`config.mk`:
```
export PLATFORM = sky130hd
export DESIGN_NAME = bcd_convert_ctrl
export DESIGN_NICKNAME = d
export VERILOG_FILES = /design/src/rtl/bcd_pkg.sv /design/src/rtl/bcd_digit_adj.sv /design/src/rtl/bcd_convert_ctrl.sv
export SDC_FILE = /design/constraint.sdc
export NUM_CORES = 1
export LEC_CHECK = 0
export CAP_MARGIN = 20
export CORE_UTILIZATION = 48
export CTS_CLUSTER_SIZE = 40
export DETAILED_ROUTE_END_ITERATION = 12
export PLACE_DENSITY = 0.69
export SLEW_MARGIN = 20
export SYNTH_ARGS = -nofsm -noshare
export SYNTH_HDL_FRONTEND = slang
export SYNTH_SLANG_ARGS = --single-unit
```
`constraint.sdc`:
```
create_clock -name i_clk -period 3.1 [get_ports i_clk]
set_input_delay 0.93 -clock i_clk [delete_from_list [all_inputs] [get_ports i_clk]]
set_output_delay 0.93 -clock i_clk [all_outputs]
set_load 0.02 [all_outputs]
```
`src/rtl/bcd_pkg.sv`:
```
// bcd_pkg: shared state encoding and digit-adjust constants for the double-dabble converter
package bcd_pkg;
  typedef enum logic [1:0] {IDLE = 2'd0, SHIFT = 2'd1, DONE = 2'd2} state_t;
  localparam logic [3:0] ADJ_THRESH = 4'd5;
  localparam logic [3:0] ADJ_OFFSET = 4'd3;
  localparam int DIGIT_W = 4;
endpackage

```
`src/rtl/bcd_digit_adj.sv`:
```
// bcd_digit_adj: combinational "if >= 5 add 3" correction for one BCD digit
module bcd_digit_adj
  import bcd_pkg::*;
(
  input  logic [DIGIT_W-1:0] din,
  output logic [DIGIT_W-1:0] dout
);
  assign dout = (din >= ADJ_THRESH) ? din + ADJ_OFFSET : din;
endmodule

```
`src/rtl/bcd_convert_ctrl.sv`:
```
// bcd_convert_ctrl: sequential double-dabble binary to packed-BCD converter, one shift per clock
module bcd_convert_ctrl
  import bcd_pkg::*;
#(
  parameter int c_BIN_WIDTH  = 8,
  parameter int c_DEC_DIGITS = 3
) (
  input  logic                            i_clk,
  input  logic                            i_rst_n,
  input  logic                            i_start,
  input  logic [c_BIN_WIDTH-1:0]          i_bin,
  output logic                            o_busy,
  output logic                            o_done,
  output logic [c_DEC_DIGITS*DIGIT_W-1:0] o_bcd
);
  localparam int SW = c_DEC_DIGITS * DIGIT_W;
  localparam int CW = $clog2(c_BIN_WIDTH + 1);
  localparam logic [CW-1:0] LAST = CW'(c_BIN_WIDTH - 1);
  state_t                 state;
  logic [c_BIN_WIDTH-1:0] r_shift;
  logic [SW-1:0]          r_scratch;
  logic [SW-1:0]          adj;
  logic [CW-1:0]          r_cnt;
  logic [SW+c_BIN_WIDTH-1:0] shifted;
  for (genvar d = 0; d < c_DEC_DIGITS; d++) begin : g_adj
    bcd_digit_adj u_adj (
      .din  (r_scratch[d*DIGIT_W +: DIGIT_W]),
      .dout (adj[d*DIGIT_W +: DIGIT_W])
    );
  end
  // adjusted scratch and operand shift together; the operand MSB falls into scratch bit 0
  assign shifted = {adj, r_shift} << 1;
  // control FSM with counter, scratch/operand registers and registered outputs
  always_ff @(posedge i_clk or negedge i_rst_n) begin
    if (!i_rst_n) begin
      state     <= IDLE;
      r_shift   <= '0;
      r_scratch <= '0;
      r_cnt     <= '0;
      o_busy    <= 1'b0;
      o_done    <= 1'b0;
      o_bcd     <= '0;
    end else begin
      case (state)
        IDLE: begin
          o_done <= 1'b0;
          if (i_start) begin
            r_shift   <= i_bin;
            r_scratch <= '0;
            r_cnt     <= '0;
            o_busy    <= 1'b1;
            state     <= SHIFT;
          end
        end
        SHIFT: begin
          r_scratch <= shifted[SW+c_BIN_WIDTH-1:c_BIN_WIDTH];
          r_shift   <= shifted[c_BIN_WIDTH-1:0];
          r_cnt     <= r_cnt + 1'b1;
          if (r_cnt == LAST) begin
            o_bcd  <= shifted[SW+c_BIN_WIDTH-1:c_BIN_WIDTH];
            o_done <= 1'b1;
            state  <= DONE;
          end
        end
        DONE: begin
          o_done <= 1'b0;
          o_busy <= 1'b0;
          state  <= IDLE;
        end
        default: state <= IDLE;
      endcase
    end
  end
endmodule

```
==> impl_results.rst, run 1 <==
.. list-table::
   :header-rows: 1

   * - Metric
     - Value
   * - Buffers inserted by post-CTS timing repair
     - 0
   * - Site Rows
     - 22
   * - Die Y-Extent
     - 65.3 um
   * - Run status
     - finished clean
   * - Routability congestion estimate from global placement
     - 0.756
   * - Reg-to-reg startpoint
     - state[0]
   * - Number of unique standard cell types used by synthesis
     - 27
   * - Number of endpoints failing setup at the final stage
     - 0
   * - Count of pins on the block boundary
     - 25
   * - Portion of total power attributed to combinational logic
     - 45.7%
   * - Final clock skew
     - 0.0103 ns
   * - Utilization of the core after routing
     - 60.7%
   * - Vias per cell
     - 5.52
   * - Hold Crit Class
     - reg -> reg
   * - Area of the core
     - 0.00374 mm^2
   * - Buffers plus inverters on the worst setup path
     - 1
   * - CP Cell Sequence
     - clkdlybuf4s50_1
   * - Final worst path period need
     - 2.20 ns
   * - Kind of critical path
     - reg -> out
   * - Level count of the clock H-tree
     - 2
   * - Portion of the clock cycle consumed by the worst path in the final layout
     - 71.0%
   * - Worst Reg2Reg Path Length in Cells
     - 3
   * - Sequential group share of total power
     - 39.3%
   * - Sequential share of the synthesized area
     - 52.0%
   * - Switching part of the total power
     - 38.9%
   * - Total length of routed wires
     - 3540 um
   * - Hold violation total from the final report
     - 0
   * - Crit path DAT
     - 1.27 ns
   * - Clock tree from TritonCTS
     - built
   * - Max-Cap Viols
     - 0
   * - Congestion Overflow GR
     - 0
   * - First-pass GRT wire length
     - 6290 um
   * - Worst hold margin
     - 0.489 ns
   * - Slew at the pin closest to its max-slew limit
     - 0.868 ns
   * - Longest Clk Path Bufs
     - 2
   * - Final HPWL from detailed placement
     - 2380 um
   * - Unrepaired setup endpoints after global routing
     - no
   * - IR Drop Worst-Case VDD
     - 457 uV
   * - Smallest setup slack after layout
     - 0.900 ns
   * - Clock latency reported for the late side of the worst-skew pair
     - 0.30 ns
   * - Antenna Cells
     - 0
   * - Kind of start point of the critical path
     - register
   * - Post-CTS Hold Fix Bufs
     - 0
   * - Clock tree root buffer cell
     - sky130_fd_sc_hd__clkbuf_8
   * - Critical hold path startpoint
     - o_done
   * - Number of filler cells placed in the layout
     - 323
   * - Die extent in x
     - 65.3 um
   * - Cts bufs inserted
     - 5
   * - Max-slew violation count
     - 0
   * - Clock transition at the register clock pins on the worst setup and hold paths after CTS
     - 0.07 ns
   * - Total number of clock tree sinks
     - 40
   * - Vias in the first global route
     - 1340
   * - Mapped Area
     - 0.00192 mm^2
   * - Power per standard cell area
     - 1050 mW/mm^2
   * - Total nets after synthesis
     - 199
   * - Kind of cell with the highest combined delay on the critical path
     - buffers and inverters
   * - Critical Path Max Stage Delay
     - 0.61 ns
   * - Achievable Freq
     - 455 MHz
   * - Final net count
     - 223
   * - Post-synthesis area per instance
     - 10.6 um^2
   * - Synth warn
     - 0
   * - Largest net degree at the start of global routing
     - 41
   * - Nature of the critical path endpoint
     - output port
   * - Number of port buffers
     - 24
   * - Total leakage power
     - 0.00101 uW
   * - Antenna-violating nets left
     - 0
   * - Worst slack after detailed placement
     - 0.567 ns
   * - Area of the die
     - 0.00426 mm^2
   * - Cell Int Power
     - 1450 uW
   * - Slowest cell on the critical path
     - sky130_fd_sc_hd__clkdlybuf4s50_1
   * - Routed WL per cell
     - 13.9 um
   * - Vias after detailed routing
     - 1403
   * - Total power
     - 2380 uW
   * - Worst-path maximum fanout
     - 2
   * - Slack of the worst reg-to-reg path
     - 1.05 ns
   * - Data required time at the worst endpoint
     - 2.17 ns
   * - Post-Syn Instances
     - 181
   * - Hold path endpoint
     - o_done
   * - Drt drc
     - 0
   * - Overall Global Routing Usage
     - 19.7%
   * - Initial antenna violation count
     - 0
   * - Final sum of negative setup slack
     - 0 ns
   * - Hold Path Depth
     - 1
   * - Count of state elements after synthesis
     - 40
   * - DRC violation total after the first TritonRoute iteration
     - 70
   * - Clock share of power
     - 15.0%
   * - Switching power of the nets
     - 926 uW
   * - Relative slew slack
     - 42.1%
   * - Total iterations of the first detailed-routing run
     - 4
   * - Area growth from synthesis to layout
     - 18.2%
   * - Initial Util
     - 51.4%
   * - Reg-to-Reg End
     - o_bcd[1]
   * - Quantity of gates resized following cts
     - 0
   * - Fraction of layout instances using a drive strength above 1
     - 11.2%
cell usage after synthesis:
cell type / number / area (um^2)
sky130_fd_sc_hd__and3_1: 1 / 6.26
sky130_fd_sc_hd__o21bai_2: 1 / 11.3
sky130_fd_sc_hd__ha_1: 7 / 87.6
sky130_fd_sc_hd__mux2_1: 2 / 22.5
sky130_fd_sc_hd__nor3_1: 4 / 20.0
sky130_fd_sc_hd__mux2_2: 5 / 56.3
sky130_fd_sc_hd__mux2i_1: 3 / 30.0
sky130_fd_sc_hd__o21ai_1: 7 / 35.0
sky130_fd_sc_hd__a22o_1: 8 / 70.1
sky130_fd_sc_hd__nand3_1: 4 / 20.0
sky130_fd_sc_hd__a31oi_1: 1 / 6.26
sky130_fd_sc_hd__a22oi_1: 7 / 52.6
sky130_fd_sc_hd__nand2_1: 9 / 33.8
sky130_fd_sc_hd__inv_1: 7 / 26.3
sky130_fd_sc_hd__buf_2: 4 / 20.0
sky130_fd_sc_hd__a21oi_1: 18 / 90.1
sky130_fd_sc_hd__dfrtp_1: 40 / 1000
sky130_fd_sc_hd__xnor2_1: 3 / 26.3
sky130_fd_sc_hd__nor3b_1: 5 / 37.5
sky130_fd_sc_hd__nor2b_1: 11 / 68.8
sky130_fd_sc_hd__o21ai_0: 12 / 60.1
sky130_fd_sc_hd__clkbuf_1: 3 / 11.3
sky130_fd_sc_hd__buf_6: 2 / 22.5
sky130_fd_sc_hd__nor2_1: 6 / 22.5
sky130_fd_sc_hd__nand2b_1: 4 / 25.0
sky130_fd_sc_hd__a21o_1: 1 / 7.51
sky130_fd_sc_hd__a21oi_2: 6 / 52.6
layout by cell type, fill, tap and decap left out:
master and count:
sky130_fd_sc_hd__o21bai_2 1, sky130_fd_sc_hd__clkbuf_8 6, sky130_fd_sc_hd__mux2_1 2, sky130_fd_sc_hd__clkdlybuf4s50_1 23
sky130_fd_sc_hd__nand3_1 4, sky130_fd_sc_hd__nand2b_1 4, sky130_fd_sc_hd__and3_1 1, sky130_fd_sc_hd__clkinv_2 2
sky130_fd_sc_hd__a31oi_1 1, sky130_fd_sc_hd__buf_4 2, sky130_fd_sc_hd__mux2_2 5, sky130_fd_sc_hd__nor3b_1 5
sky130_fd_sc_hd__a22o_1 8, sky130_fd_sc_hd__nand2_1 9, sky130_fd_sc_hd__o21ai_1 7, sky130_fd_sc_hd__o21ai_0 12
sky130_fd_sc_hd__a21oi_1 18, sky130_fd_sc_hd__ha_1 7, sky130_fd_sc_hd__buf_2 1, sky130_fd_sc_hd__mux2i_1 3
sky130_fd_sc_hd__a21o_1 1, sky130_fd_sc_hd__xnor2_1 3, sky130_fd_sc_hd__nor2b_1 11, sky130_fd_sc_hd__a22oi_1 7
sky130_fd_sc_hd__nor2_1 6, sky130_fd_sc_hd__inv_1 7, sky130_fd_sc_hd__dfrtp_1 40, sky130_fd_sc_hd__a21oi_2 6
sky130_fd_sc_hd__nor3_1 4
kinds of logic after synthesis:
group | count (synthesis) | synth area share, %
compound gates | 61 | 20.0
flops | 40 | 52.0
xor+xnor | 3 | 1.37
mux | 10 | 5.66
simple gates | 44 | 12.2
buf+inv | 16 | 4.16
fa+ha+maj | 7 | 4.55
stage by stage:
step           area (um^2)  std cells
2_1_floorplan         1920        181
3_3_place_gp          2180        246
3_5_place_dp          2180        246
4_1_cts               2270        254
5_1_grt               2270        254
6_report              2270        254
worst max path at each step:
| stage | startpoint | end | depth (start not counted) |
|---|---|---|---|
| global route | i_start | r_shift[6] | 4 |
| floorplan | i_start | r_scratch[3] | 5 |
| finish | o_busy | o_busy | 1 |
| CTS | o_busy | o_busy | 1 |
| global placement | i_start | r_shift[6] | 4 |
| detailed placement | i_start | r_shift[6] | 4 |
state kept, by name (all words and copies together) (netlist names):
signal,flops
o_bcd,12
state,2
r_shift,8
o_done,1
r_scratch,12
r_cnt,4
o_busy,1
power by group through the flow:
stage	clock network, uW	registers (uW)	logic, uW
3_3_place_gp	0	935	1060
2_1_floorplan	0	1000	682
4_1_cts	373	937	1110
5_1_grt	391	973	1220
3_5_place_dp	0	947	1100
6_report	356	936	1090
routing by layer:
| metal | global-route usage [%] | routed length [um] | vias to the layer above |
|---|---|---|---|
| met5 | 0 | 0 | - |
| met4 | 8.15 | 62 | 0 |
| met3 | 4.69 | 119 | 7 |
| met2 | 33.9 | 1780 | 27 |
| met1 | 23.4 | 1570 | 683 |
| li1 | - | - | 686 |
layout make-up:
type                            count  area (um^2)  area share [%]
Timing Repair Buffer               26          250            11.0
Inverter                            7         26.3            1.16
Multi-Input combinational cell    125          842            37.1
Sequential cell                    40         1000            44.1
Clock inverter                      2         10.0           0.441
Clock buffer                        6         82.6            3.63
Tap cell                           48         60.1            2.64
Note: power is estimated with default switching activity, not from simulation.
==> inputs of run 2 (changes only) <==
clock period = 2.2 ns   (was 3.1 ns; I/O delays follow)
==> impl_results.rst, run 2 (synthesis gave the netlist of run 1 again) <==
.. list-table::
   :header-rows: 1

   * - Metric
     - Value
   * - Reg-to-reg startpoint
     - r_scratch[4]
   * - Number of port buffers
     - 24 (unchanged)
   * - Fraction of layout instances using a drive strength above 1
     - 12.7% (+1.6 points)
   * - Reg-to-Reg End
     - o_bcd[6]
   * - Drt drc
     - 0 (unchanged)
   * - Hold Crit Class
     - in -> async
   * - Routability congestion estimate from global placement
     - 0.770 (+1.8%)
   * - Overall Global Routing Usage
     - 20.9% (+1.2 points)
   * - DRC violation total after the first TritonRoute iteration
     - 57 (-19%)
   * - Area growth from synthesis to layout
     - 20.4%
   * - Slowest cell on the critical path
     - sky130_fd_sc_hd__clkdlybuf4s50_1
   * - Final HPWL from detailed placement
     - 2700 um (+13%)
   * - Vias per cell
     - 5.51 (-0.29%)
   * - IR Drop Worst-Case VDD
     - 577 uV (+26%)
   * - Portion of the clock cycle consumed by the worst path in the final layout
     - 86.4%
   * - Max-slew violation count
     - 0 (unchanged)
   * - Vias in the first global route
     - 1421 (+6.0%)
   * - Area of the die
     - 0.00426 mm^2 (unchanged)
   * - Final worst path period need
     - 1.90 ns
   * - Crit path DAT
     - 1.24 ns (-0.03 ns)
   * - Area of the core
     - 0.00374 mm^2 (unchanged)
   * - Count of pins on the block boundary
     - 25 (unchanged)
   * - Vias after detailed routing
     - 1432 (+2.1%)
   * - Critical Path Max Stage Delay
     - 0.61 ns (about the same)
   * - Total number of clock tree sinks
     - 40 (unchanged)
   * - Kind of critical path
     - reg -> out
   * - Number of endpoints failing setup at the final stage
     - 0 (unchanged)
   * - Finished Layout Cells
     - 260 (+2.4%)
   * - Data required time at the worst endpoint
     - 1.54 ns (-0.63 ns)
   * - Max-Cap Viols
     - 0 (unchanged)
   * - Largest net degree at the start of global routing
     - 20 (-51%)
   * - CP Cell Sequence
     - clkdlybuf4s50_1
   * - Routed WL per cell
     - 14.3 um (+2.8%)
   * - Antenna-violating nets left
     - 0 (unchanged)
   * - Initial antenna violation count
     - 0 (unchanged)
   * - Total power
     - 3380 uW (+42%)
   * - Final clock skew
     - 0.00318 ns (-0.00713 ns)
   * - Most frequent standard cell in the layout excluding fill and tap cells
     - sky130_fd_sc_hd__dfrtp_1
   * - Total leakage power
     - 0.00103 uW (+2.4%)
   * - Total length of routed wires
     - 3720 um (+5.2%)
   * - Clock latency reported for the late side of the worst-skew pair
     - 0.28 ns (-0.02 ns)
   * - Slew at the pin closest to its max-slew limit
     - 0.670 ns (-0.198 ns)
   * - Cts bufs inserted
     - 5 (unchanged)
   * - Antenna Cells
     - 0 (unchanged)
   * - Relative slew slack
     - 55.3% (+13 points)
   * - Die Y-Extent
     - 65.3 um (unchanged)
   * - Power per standard cell area
     - 1460 mW/mm^2 (+39%)
   * - Top library cells by usage in the layout, fill and taps aside
     - 40 x sky130_fd_sc_hd__dfrtp_1, 23 x sky130_fd_sc_hd__clkdlybuf4s50_1, 18 x sky130_fd_sc_hd__a21oi_1, 12 x sky130_fd_sc_hd__o21ai_0, 11 x sky130_fd_sc_hd__nor2b_1
   * - Number of filler cells placed in the layout
     - 331 (+2.5%)
   * - Quantity of gates resized following cts
     - 0 (unchanged)
   * - Longest Clk Path Bufs
     - 2 (unchanged)
   * - Worst-path maximum fanout
     - 2 (unchanged)
   * - Kind of cell with the highest combined delay on the critical path
     - buffers and inverters
   * - Final net count
     - 229 (+2.7%)
   * - Buffers plus inverters on the worst setup path
     - 1 (unchanged)
   * - First-pass GRT wire length
     - 6760 um (+7.4%)
   * - Clock tree root buffer cell
     - sky130_fd_sc_hd__clkbuf_8
   * - Dpl cells
     - 252 (+2.4%)
   * - Level count of the clock H-tree
     - 2 (unchanged)
   * - Final sum of negative setup slack
     - 0 ns (unchanged)
   * - Congestion Overflow GR
     - 0 (unchanged)
   * - Clock transition at the register clock pins on the worst setup and hold paths after CTS
     - 0.07 ns (about the same)
   * - Hold violation total from the final report
     - 0 (unchanged)
   * - Buffers inserted by post-CTS timing repair
     - 0 (unchanged)
   * - Total iterations of the first detailed-routing run
     - 4 (unchanged)
   * - Die extent in x
     - 65.3 um (unchanged)
   * - Slack of the worst reg-to-reg path
     - 0.61 ns (-0.44 ns)
   * - Kind of start point of the critical path
     - register
   * - Post-CTS Hold Fix Bufs
     - 0 (unchanged)
   * - Worst Reg2Reg Path Length in Cells
     - 6 (+3)
   * - Unrepaired setup endpoints after global routing
     - no
   * - Site Rows
     - 22 (unchanged)
   * - Nature of the critical path endpoint
     - output port
   * - Run status
     - finished clean
   * - Clock tree from TritonCTS
     - built
   * - Leading registers by flop count
     - o_bcd x12, r_scratch x12, r_shift x8
   * - Initial Util
     - 51.4% (unchanged)
   * - Achievable Freq
     - 526 MHz
run 2: worst max path at each step:
stage,startpoint,endpoint,cells after the start
after floorplan,i_start,r_scratch[3],5
after global placement,i_start,r_shift[0],4
after detailed placement,i_start,r_cnt[2],4
final,o_bcd[4],o_bcd[4],1
after CTS,o_bcd[10],o_bcd[10],1
after global routing,o_bcd[9],o_bcd[9],1
run 2: through the flow:
stage	setup slack [ns]	util (%)	area [um^2]	hold slack [ns]
2_1_floorplan	0.729	-	1920	0.364
3_3_place_gp	0.182	59.4	2220	0.465
3_5_place_dp	0.0944	59.4	2220	0.472
4_1_cts	0.286	61.8	2310	0.277
5_1_grt	0.240	61.8	2310	0.290
6_report	0.299	61.8	2310	0.277
run 2: final cells by class:
class,instances,area [um^2],area share [%]
tap,48,60.1,2.59
multi-input combinational,125,842,36.4
inverter,7,26.3,1.14
clock buffer,8,90.1,3.89
sequential,40,1000,43.2
timing repair buffer,32,295,12.8
run 2: power by group:
group / switching (uW) / internal [uW] / total, uW
Sequential: 246 / 1050 / 1300
Clock: 226 / 256 / 482
Combinational: 833 / 767 / 1600
run 2: layer usage:
metal  wire length, um  share of wire (%)  GRT usage, %
met3               108                2.9          5.90
met2              1860                 50          34.7
met1              1720                 46          26.3
met5                 0                  0             0
met4                32               0.86          6.25
==> inputs of run 3 (changes only) <==
CORE_ASPECT_RATIO = 1.75   (was unset)
==> impl_results.rst, run 3 (synthesis gave the netlist of run 1 again) <==
.. list-table::
   :header-rows: 1

   * - Metric
     - Value
   * - Achievable Freq
     - 520 MHz (-1.1%)
   * - Total number of clock tree sinks
     - 40 (unchanged)
   * - Kind of critical path
     - reg -> out
   * - Vias per cell
     - 5.69 (+3.4%)
   * - CP Cell Sequence
     - clkdlybuf4s50_1
   * - Hold violation total from the final report
     - 0 (unchanged)
   * - Power per standard cell area
     - 1450 mW/mm^2 (-0.74%)
   * - Number of filler cells placed in the layout
     - 335 (+1.2%)
   * - Site Rows
     - 30 (+36%)
   * - Number of port buffers
     - 24 (unchanged)
   * - Critical Path Max Stage Delay
     - 0.63 ns (+0.02 ns)
   * - Portion of the clock cycle consumed by the worst path in the final layout
     - 87.3% (+0.94 points)
   * - Most frequent standard cell in the layout excluding fill and tap cells
     - sky130_fd_sc_hd__dfrtp_1
   * - Kind of cell with the highest combined delay on the critical path
     - buffers and inverters
   * - Final design instance area without fill
     - 0.00229 mm^2 (-1.0%)
   * - Crit path DAT
     - 1.26 ns (+0.02 ns)
   * - Routed WL per cell
     - 14.7 um (+2.8%)
   * - Final HPWL from detailed placement
     - 2740 um (+1.3%)
   * - Top library cells by usage in the layout, fill and taps aside
     - 40 x sky130_fd_sc_hd__dfrtp_1, 23 x sky130_fd_sc_hd__clkdlybuf4s50_1, 18 x sky130_fd_sc_hd__a21oi_1, 12 x sky130_fd_sc_hd__o21ai_0, 11 x sky130_fd_sc_hd__nor2b_1
   * - Instance area after placement
     - 0.00222 mm^2 (-0.11%)
   * - Vias after detailed routing
     - 1452 (+1.4%)
   * - DRC violation total after the first TritonRoute iteration
     - 35 (-39%)
   * - Overall Global Routing Usage
     - 20.7% (-0.18 points)
   * - Congestion Overflow GR
     - 0 (unchanged)
   * - Clock latency reported for the late side of the worst-skew pair
     - 0.29 ns (about the same)
   * - Final sum of negative setup slack
     - 0 ns (unchanged)
   * - Area of the die
     - 0.00427 mm^2 (+0.23%)
   * - Area growth from synthesis to layout
     - 19.1%
   * - Longest Clk Path Bufs
     - 2 (unchanged)
   * - Final clock skew
     - 0.00439 ns (+0.00121 ns)
   * - Count of pins on the block boundary
     - 25 (unchanged)
   * - Number of endpoints failing setup at the final stage
     - 0 (unchanged)
   * - Clock tree root buffer cell
     - sky130_fd_sc_hd__clkbuf_8
   * - Data required time at the worst endpoint
     - 1.54 ns (about the same)
   * - Kind of start point of the critical path
     - register
   * - Worst-path maximum fanout
     - 2 (unchanged)
   * - Nature of the critical path endpoint
     - output port
   * - Slowest cell on the critical path
     - sky130_fd_sc_hd__clkdlybuf4s50_1
   * - Smallest setup slack after layout
     - 0.278 ns (-0.0207 ns)
   * - Final net count
     - 227 (-0.87%)
   * - Max-slew violation count
     - 0 (unchanged)
   * - Buffers inserted by post-CTS timing repair
     - 0 (unchanged)
   * - Total leakage power
     - 0.00101 uW (-1.5%)
   * - Worst slack after detailed placement
     - 0.0474 ns (-0.0470 ns)
   * - Hold Crit Class
     - in -> async
   * - Post-CTS Hold Fix Bufs
     - 0 (unchanged)
   * - Clock tree from TritonCTS
     - built
   * - Cts bufs inserted
     - 5 (unchanged)
   * - Die Y-Extent
     - 85.7 um (+31%)
   * - Utilization of the core after routing
     - 59.3% (-2.6 points)
   * - Clock transition at the register clock pins on the worst setup and hold paths after CTS
     - 0.07 ns (about the same)
   * - Dpl cells
     - 250 (-0.79%)
   * - Area of the core
     - 0.00387 mm^2 (+3.3%)
   * - Leading registers by flop count
     - o_bcd x12, r_scratch x12, r_shift x8
   * - Quantity of gates resized following cts
     - 0 (unchanged)
   * - Max-Cap Viols
     - 0 (unchanged)
   * - Final worst path period need
     - 1.92 ns (+0.0207 ns)
   * - Vias in the first global route
     - 1523 (+7.2%)
   * - Relative slew slack
     - 52.9% (-2.4 points)
   * - First-pass GRT wire length
     - 6560 um (-2.9%)
   * - Total length of routed wires
     - 3750 um (+0.83%)
   * - Total iterations of the first detailed-routing run
     - 4 (unchanged)
   * - Unrepaired setup endpoints after global routing
     - no
   * - Finished Layout Cells
     - 255 (-1.9%)
   * - Slew at the pin closest to its max-slew limit
     - 0.706 ns (+0.0353 ns)
   * - Initial antenna violation count
     - 0 (unchanged)
   * - Fraction of layout instances using a drive strength above 1
     - 11.6% (-1.1 points)
   * - Die extent in x
     - 49.8 um (-24%)
   * - Antenna Cells
     - 0 (unchanged)
   * - Routability congestion estimate from global placement
     - 0.767 (-0.42%)
   * - IR Drop Worst-Case VDD
     - 882 uV (+53%)
   * - Level count of the clock H-tree
     - 2 (unchanged)
   * - Initial Util
     - 49.7% (-1.6 points)
   * - Run status
     - finished clean
   * - Largest net degree at the start of global routing
     - 23 (+15%)
   * - Drt drc
     - 0 (unchanged)
   * - Buffers plus inverters on the worst setup path
     - 1 (unchanged)
   * - Antenna-violating nets left
     - 0 (unchanged)
-- run 3: per-stage QoR --
step	hold slack (ns)	power (uW)
floorplan	0.364	2370
global placement	0.468	2840
detailed placement	0.472	2910
CTS	0.324	3360
global route	0.349	3580
finish	0.315	3320
-- run 3: final timing paths --
path | from | end | slack (ns) | cells past startpoint
setup / recovery | o_done | o_done | 0.28 | 1
hold reg to reg | o_done | o_done | 0.48 | 1
setup reg to reg | r_cnt[0] | o_bcd[5] | 0.54 | 3
min in group i_clk | o_done | o_done | 0.48 | 1
max in group asynchronous | i_rst_n | r_scratch[0] | 1.41 | 2
hold / removal | i_rst_n | r_scratch[11] | 0.32 | 1
-- run 3: where the power goes --
group          leakage (uW)  switching, uW  total [uW]  internal [uW]
Combinational      0.000479            822        1590            764
Sequential         0.000499            246        1290           1050
Clock             0.0000359            232         437            204
-- run 3: routing by layer --
| metal | vias to the layer above | routed length, um | GRT usage (%) |
|---|---|---|---|
| li1 | 687 | - | - |
| met1 | 727 | 1450 | 21.4 |
| met2 | 31 | 2110 | 37.1 |
| met3 | 7 | 101 | 4.43 |
| met4 | 0 | 94 | 12.2 |
| met5 | - | 0 | 0 |
-- run 3: final cells by class --
class                   instances  area [um^2]  area share, %
inverters                       7         26.3           1.15
repair buffers                 30          293           12.8
clock buffers                   5         68.8           3.00
flip-flops and latches         40         1000           43.7
multi-input cells             125          842           36.8
well taps                      48         60.1           2.62
-- run 3: worst register-to-register path: cells and delay by family (launching register included) --
| family | cells | cell delay (ns) |
|---|---|---|
| mux | 1 | 0.40 |
| flops | 1 | 0.40 |
| fa+ha+maj | 1 | 0.24 |
| simple gates | 1 | 0.52 |
